### config.mk
export PLATFORM = sky130hd
export DESIGN_NAME = decode_regread
export DESIGN_NICKNAME = d
export VERILOG_FILES = /design/src/rtl/decode_regread.sv
export SDC_FILE = /design/constraint.sdc
export NUM_CORES = 1
export LEC_CHECK = 0
export CAP_MARGIN = 0
export CORE_AREA = 8 8 81 83
export DETAILED_ROUTE_END_ITERATION = 12
export DIE_AREA = 0 0 89 91
export GPL_ROUTABILITY_DRIVEN = 0
export PLACE_DENSITY_LB_ADDON = 0.1
export SYNTH_ARGS = -nofsm -noshare
export SYNTH_HDL_FRONTEND = slang
export SYNTH_SLANG_ARGS = --single-unit
### constraint.sdc
create_clock -name clk -period 1.85 [get_ports clk]
set_input_delay 0.2775 -clock clk [delete_from_list [all_inputs] [get_ports clk]]
set_output_delay 0.2775 -clock clk [all_outputs]
set_load 0.05 [all_outputs]
### src/rtl/decode_regread.sv
// Decode and register-read front end for the li/addi datapath: holds the register file,
// tracks pending destinations, and hands an operand bundle to execution.
module decode_regread #(
    parameter int DATA_W = 8,
    parameter int NREG   = 4,
    localparam int AW    = $clog2(NREG)
) (
    input  logic              clk,
    input  logic              rst,
    input  logic              instr_valid,
    input  logic [15:0]       instr,
    output logic              instr_ready,
    output logic              ex_valid,
    input  logic              ex_ready,
    output logic              ALUSrc,
    output logic [DATA_W-1:0] Read_Data,
    output logic [DATA_W-1:0] Imm_Data,
    output logic [AW-1:0]     ex_rd,
    input  logic              wb_valid,
    input  logic [AW-1:0]     wb_rd,
    input  logic [DATA_W-1:0] wb_data,
    output logic              illegal
);

    typedef enum logic [3:0] {
        OP_NOP  = 4'h0,
        OP_LI   = 4'h1,
        OP_ADDI = 4'h2
    } opcode_e;

    logic [3:0]        op;
    logic [AW-1:0]     rd, rs;
    logic [DATA_W-1:0] imm;
    logic              is_li, is_addi, is_nop, is_ill;
    logic              bypass_hit, stall, xfer, issue;
    logic [DATA_W-1:0] src_val;

    logic [DATA_W-1:0] regs_q [NREG];
    logic [NREG-1:0]   pending_q, pending_d;
    logic              ex_valid_q, ex_valid_d;
    logic              alusrc_q, alusrc_d;
    logic [DATA_W-1:0] rdata_q, rdata_d;
    logic [DATA_W-1:0] imm_q, imm_d;
    logic [AW-1:0]     ex_rd_q, ex_rd_d;
    logic              illegal_q, illegal_d;

    assign op      = instr[15:12];
    assign rd      = instr[10 +: AW];
    assign rs      = instr[8 +: AW];
    assign imm     = instr[DATA_W-1:0];
    assign is_nop  = (op == OP_NOP);
    assign is_li   = (op == OP_LI);
    assign is_addi = (op == OP_ADDI);
    assign is_ill  = !(is_nop || is_li || is_addi);

    // A writeback landing this cycle on rs both releases the stall and supplies the operand.
    assign bypass_hit  = wb_valid && (wb_rd == rs);
    assign src_val     = bypass_hit ? wb_data : regs_q[rs];
    assign stall       = is_addi && pending_q[rs] && !bypass_hit;
    assign instr_ready = !rst && !stall && (!ex_valid_q || ex_ready);
    assign xfer        = instr_valid && instr_ready;
    assign issue       = xfer && (is_li || is_addi);

    always_comb begin
        pending_d  = pending_q;
        ex_valid_d = ex_valid_q;
        alusrc_d   = alusrc_q;
        rdata_d    = rdata_q;
        imm_d      = imm_q;
        ex_rd_d    = ex_rd_q;
        illegal_d  = xfer && is_ill;

        if (ex_valid_q && ex_ready)
            ex_valid_d = 1'b0;
        if (wb_valid)
            pending_d[wb_rd] = 1'b0;
        // Issue comes after the writeback clear so a same-register set wins.
        if (issue) begin
            pending_d[rd] = 1'b1;
            ex_valid_d    = 1'b1;
            alusrc_d      = is_addi;
            rdata_d       = is_addi ? src_val : '0;
            imm_d         = imm;
            ex_rd_d       = rd;
        end
    end

    always_ff @(posedge clk) begin
        if (rst) begin
            for (int i = 0; i < NREG; i++)
                regs_q[i] <= '0;
            pending_q  <= '0;
            ex_valid_q <= 1'b0;
            alusrc_q   <= 1'b0;
            rdata_q    <= '0;
            imm_q      <= '0;
            ex_rd_q    <= '0;
            illegal_q  <= 1'b0;
        end else begin
            if (wb_valid)
                regs_q[wb_rd] <= wb_data;
            pending_q  <= pending_d;
            ex_valid_q <= ex_valid_d;
            alusrc_q   <= alusrc_d;
            rdata_q    <= rdata_d;
            imm_q      <= imm_d;
            ex_rd_q    <= ex_rd_d;
            illegal_q  <= illegal_d;
        end
    end

    assign ex_valid  = ex_valid_q;
    assign ALUSrc    = alusrc_q;
    assign Read_Data = rdata_q;
    assign Imm_Data  = imm_q;
    assign ex_rd     = ex_rd_q;
    assign illegal   = illegal_q;

endmodule
Word level (Yosys, flattened, before mapping)
Memory sizes are Yosys's and may differ from the RTL's.
Cells that the tools add are included.
{ "word_totals": {"register_bits": 25, "ramBits": 32, "in_bits": 31, "elab_cells": 62, "memories": 1} }
{ "op_classes": {"magnitude_cmp": 5, "n_eq_ne": 3, "n_mux": 20, "n_bitwise": 3, "reduce_logical": 23} }
{ "memory_table": {"columns": ["name", "depth", "width", "rd", "rd_clocked_by_memory_dff", "write_ports", "line", "rtl"], "rows": [
  ["regs_q", 4, 8, 1, 0, 4, "38", "logic [DATA_W-1:0] regs_q [NREG];"]
]} }
{ "ops": {"columns": ["op", "count"], "rows": [
  ["$mux W8", 3],
  ["$logic_and A1 B1 Y1", 11],
  ["$mux W1", 11],
  ["$lt A2 B3 Y1 const B", 3],
  ["$mux W4", 2],
  ["$reduce_or A8 Y1", 1],
  ["$logic_not A1 Y1", 5],
  ["$and A4 B4 Y4", 1],
  ["$demux W1 S2", 2],
  ["$eq A4 B1 Y1 const B", 1],
  ["$eq A4 B2 Y1 const B", 1],
  ["$ge A2 B1 Y1 const B", 2],
  ["$logic_not A4 Y1", 1],
  ["$logic_or A1 B1 Y1", 4],
  ["$not A4 Y4", 1],
  ["$or A4 B4 Y4", 1],
  ["$bmux W1 S2", 1],
  ["$eq A2 B2 Y1", 1],
  ["$mux W2", 1],
  ["$reduce_bool A2 Y1", 1]
]} }

Logic depth before layout (Yosys ltp)
{ "logic_depth": {"depth_word": 10, "ltp_mapped": 6} }

Least setup slack after synthesis
No wires, ideal clock.
{ "synth_path": {"path_type": "input-to-output", "startpoint": "input instr[8]", "endpoint": "output instr_ready", "arrival_time_ps": 2393, "t_required_ps": 1572, "slack_ps": -820, "path_stages": 5, "n_path_buf": 2, "cell_sequence": "buf_6 mux4_2 o311a_2 buf_6 nor3b_1"} }
{ "synth_via": {"elab_chain_len": 7, "word_cells_on_any_way": 10} }
{ "synth_rtl": {"columns": ["element", "line", "rtl"], "rows": [
  ["from (decl)", "11", "input logic [15:0] instr,"],
  ["$bmux W1 S2 or $eq A2 B2 Y1 (tied branches)", "59, 57", null],
  ["$mux W1 (not written as such) or $logic_and A1 B1 Y1 (tied branches)", "59, 57", null],
  ["$logic_and A1 B1 Y1 or $logic_not A1 Y1 (tied branches)", "59", "assign stall = is_addi && pending_q[rs] && !bypass_hit;"],
  ["$logic_and A1 B1 Y1 (*)", "59", null],
  ["$logic_not A1 Y1 (*)", "60", "assign instr_ready = !rst && !stall && (!ex_valid_q || ex_ready);"],
  ["$logic_and A1 B1 Y1 (*) (2 in a row)", "60", null],
  ["to (decl)", "12", "output logic instr_ready,"]
]} }
Mark *: on every way between the ends. The rest lies on a longest branch, timed or not. The select of a mux whose other input is x is not followed.

Worst setup path in the final report
{ "layout_path": {"startpoint": "register pending_q[2]", "endpoint": "output instr_ready"} }
{ "layout_via": {"elab_chain_len": 7} }
{ "layout_rtl": {"columns": ["element", "line", "rtl"], "rows": [
  ["from (decl)", "39", "logic [NREG-1:0] pending_q, pending_d;"],
  ["from (signal assigned)", "102", "pending_q <= pending_d;"],
  ["$bmux W1 S2", "59", null],
  ["$mux W1 (not written as such)", "59", null],
  ["$logic_and A1 B1 Y1 (2 in a row)", "59", null],
  ["$logic_not A1 Y1", "60", null],
  ["$logic_and A1 B1 Y1 (2 in a row)", "60", null]
]} }
Every way passes these cells. The select of a mux whose other input is x is not followed.

==> qor.yml <==
clock_tree:
  htreeDepth: 3
  clk_transition_reported_paths_ps: 60
  cts_buffers: 9
  insertion_delay_ps: 330
  holdBufCountCts: 0
  cts_tree: "built"
  cts_root_buf: "clkbuf_8"
  cts_sinks: 57
  clk_path_buf_depth: 2
critical_path:
  required_ps: 1570
  critical_path_class: "reg -> out"
  end_kind: "primary output"
  path_cells: "mux4_2 -> o311a_4 -> nor3b_4 -> buf_12"
  slowest_stage: "mux4_2"
  crit_fanout: 2
  arrival_ps: 1660
  startpoint_type: "register"
  cp_slowest_stage_delay_ps: 480
floorplanning:
  pin_count: 53
  die_area_um2: 8099
  die_h_um: 91
  initial_utilization_pct: 49.16
  rows: 27
  die_w_um: 89
  coreArea_um2: 5338
route:
  vias_per_cell: 5.219
  drc: 0
  dr.first_iter.drc_count: 91
  routedWlPerCell_um: 16.92
  drt.antenna.violating_nets: 0
  first_pass_iters: 4
  vias: 1910
  drt_wl_total_mm: 6.191
flow_run:
  maxCapViolations: 0
synthesis:
  synth_edf_count: 32
  synth-seq-cells: 57
  synth_top_cell_by_area: "edfxtp_1"
  seq_area_frac_synth_pct: 55.70
  syn_area_um2: 2624
  ys_top_cells_by_area: "edfxtp_1, dfxtp_1, mux4_1"
  syn-mean-instance-area_um2: 12.74
  synth_nets: 237
  syn_inst: 206
  synth_flop_cell: "edfxtp_1"
  synth.top_cell.area_share_pct: 36.62
  yosys-top-cells-count: "edfxtp_1, nor2_1, dfxtp_1"
  synth.most_common_cell: "edfxtp_1"
  yosys_warnings: 0
  async_flop_share_pct: 0
  synth_cell_types: 38
global_route:
  grt_pass1_wl_mm: 9.722
  grt_max_degree: 12
  met3_usage_pct: 3.153
  grtUsageTotal_pct: 15.57
  grt_overflow: 0
  grt_busiest_layer: "met2"
  grt_pass1_vias: 1995
  use_met2_pct: 25.91
  met1_usage_pct: 18.99
  antenna_found_initial: 0
timing:
  max-slew-margin-rel_pct: 65.26
  timing_hold_violations_final: 0
  fin_ws_ps: -89.54
  min_period_ps: 1940
  max_freq_mhz: 515.6
  worst_pin_slew_ps: 519.5
  rsz0062_at_grt: "yes"
  finalClockSkew_ps: 8.751
  min_period_over_period_pct: 104.8
  whs_ps: 450.8
  slew_violations: 0
  setup_viol: 1
pwr:
  power.ir.vdd_worst_uv: 514.5
  switching_share_pct: 22.91
  p_seq_share_pct: 47.5
  combPwrFrac_pct: 13.5
  pwr-share-clk_pct: 39.0
  powerDensity_nw_per_um2: 825.1
  p_switching_w: 0.0006850
  internal_power_w: 0.002305
  p_leak_nw: 1.442
place:
  portBuffers: 52
  dpl_cell_area_um2: 3395
  dp.final_hpwl_mm: 4.524
outcome:
  status: "finished, violations left"
  violations: "negative setup slack"
layout:
  fillerInstances: 424
  ff_latch_area_um2: 1463
  diodes: 0
  fin_area_um2: 3623
  drive_gt1_share_pct: 24.15
  nets: 320
  multi_input_area_um2: 1037
  syn_to_final_growth_pct: 38.10
worst_hold_path:
  hp-class: "reg -> reg"
[routing by layer]
metal | wire length [um] | vias up | share of wire (%)
met1 | 2782 | 927 | 45
met4 | 78 | 0 | 1.3
met5 | 0 | - | 0
li1 | - | 944 | -
met2 | 3092 | 30 | 50
met3 | 237 | 9 | 3.8
[power groups by stage]
stage          combinational, W  sequential, W  clock [W]
3_3_place_gp           0.000398        0.00144          0
2_1_floorplan          0.000201        0.00147          0
3_5_place_dp           0.000402        0.00145          0
6_report               0.000403        0.00142    0.00117
5_1_grt                0.000430        0.00143    0.00124
4_1_cts                0.000402        0.00142    0.00119
[through the flow]
step	setup TNS [ps]	setup slack (ps)	total power, W	util [%]	cells
5_1_grt	-149.3	-147.7	0.003093	67.89	366
3_3_place_gp	-8585	-380.1	0.001842	63.60	347
4_1_cts	-82.68	-82.68	0.003008	67.51	365
2_1_floorplan	-135.0	-135.0	0.001670	-	206
6_report	-89.54	-89.54	0.002990	67.89	366
3_5_place_dp	-9452	-404.9	0.001851	63.60	347
[critical path, delay by kind of cell (launching register included)]
family          cells  cell delay, ps
compound gates      1             150
buf+inv             1             160
flops               1             320
mux                 1             480
simple gates        1             230
[worst paths after layout]
check,startpoint,endpoint,slack [ps],cells after the start
max,pending_q[2],instr_ready,-90,4
min,ALUSrc,ALUSrc,450,1
max reg2reg,pending_q[2],Read_Data[1],70,6
min reg2reg,ALUSrc,ALUSrc,450,1
[cells by family (layout without fill, tap and decap cells)]
family	after synthesis	in the layout	share of synthesized area, %
flip-flops	57	57	55.70
buffers and inverters	28	116	5.961
AO/OA/AOI/OAI	43	43	12.59
XOR/XNOR	3	3	1.288
multiplexers	17	17	13.45
AND/OR/NAND/NOR	58	58	11.02
[timing repair]
| action | CTS | global route |
|---|---|---|
| pin swaps | 2 | 2 |
| resized for setup | 4 | 4 |
| setup buffers | 2 | 1 |
| setup endpoints to repair | 19 | 1 |
[cell type report]
cell class	instances	area share [%]
Timing Repair Buffer	86	21.58
Inverter	14	1.450
Tap cell	72	2.486
Clock buffer	13	4.385
Multi-Input combinational cell	121	28.63
Clock inverter	3	1.105
Sequential cell	57	40.37
[registers in the layout (all words and copies together) (netlist names)]
| signal | count |
|---|---|
| Read_Data | 8 |
| illegal | 1 |
| Imm_Data | 8 |
| pending_q | 4 |
| ex_rd | 2 |
| ALUSrc | 1 |
| regs_q | 32 |
| ex_valid | 1 |
[layout by cell type (no fill, tap or decap), drive strengths merged, types with 2 or more instances in the layout]
cell type	count
clkdlybuf4s50	47
buf	35
edfxtp	32
nor2	26
dfxtp	25
inv	14
clkbuf	13
o31ai	11
a21oi	11
nand2	10
nand4	10
mux4	9
mux2	8
a22o	8
nand2b	3
o21bai	3
dlygate4sd2	3
xor2	3
o22ai	2
o32ai	2
clkinv	2
Note: power is estimated with default switching activity, not from simulation.
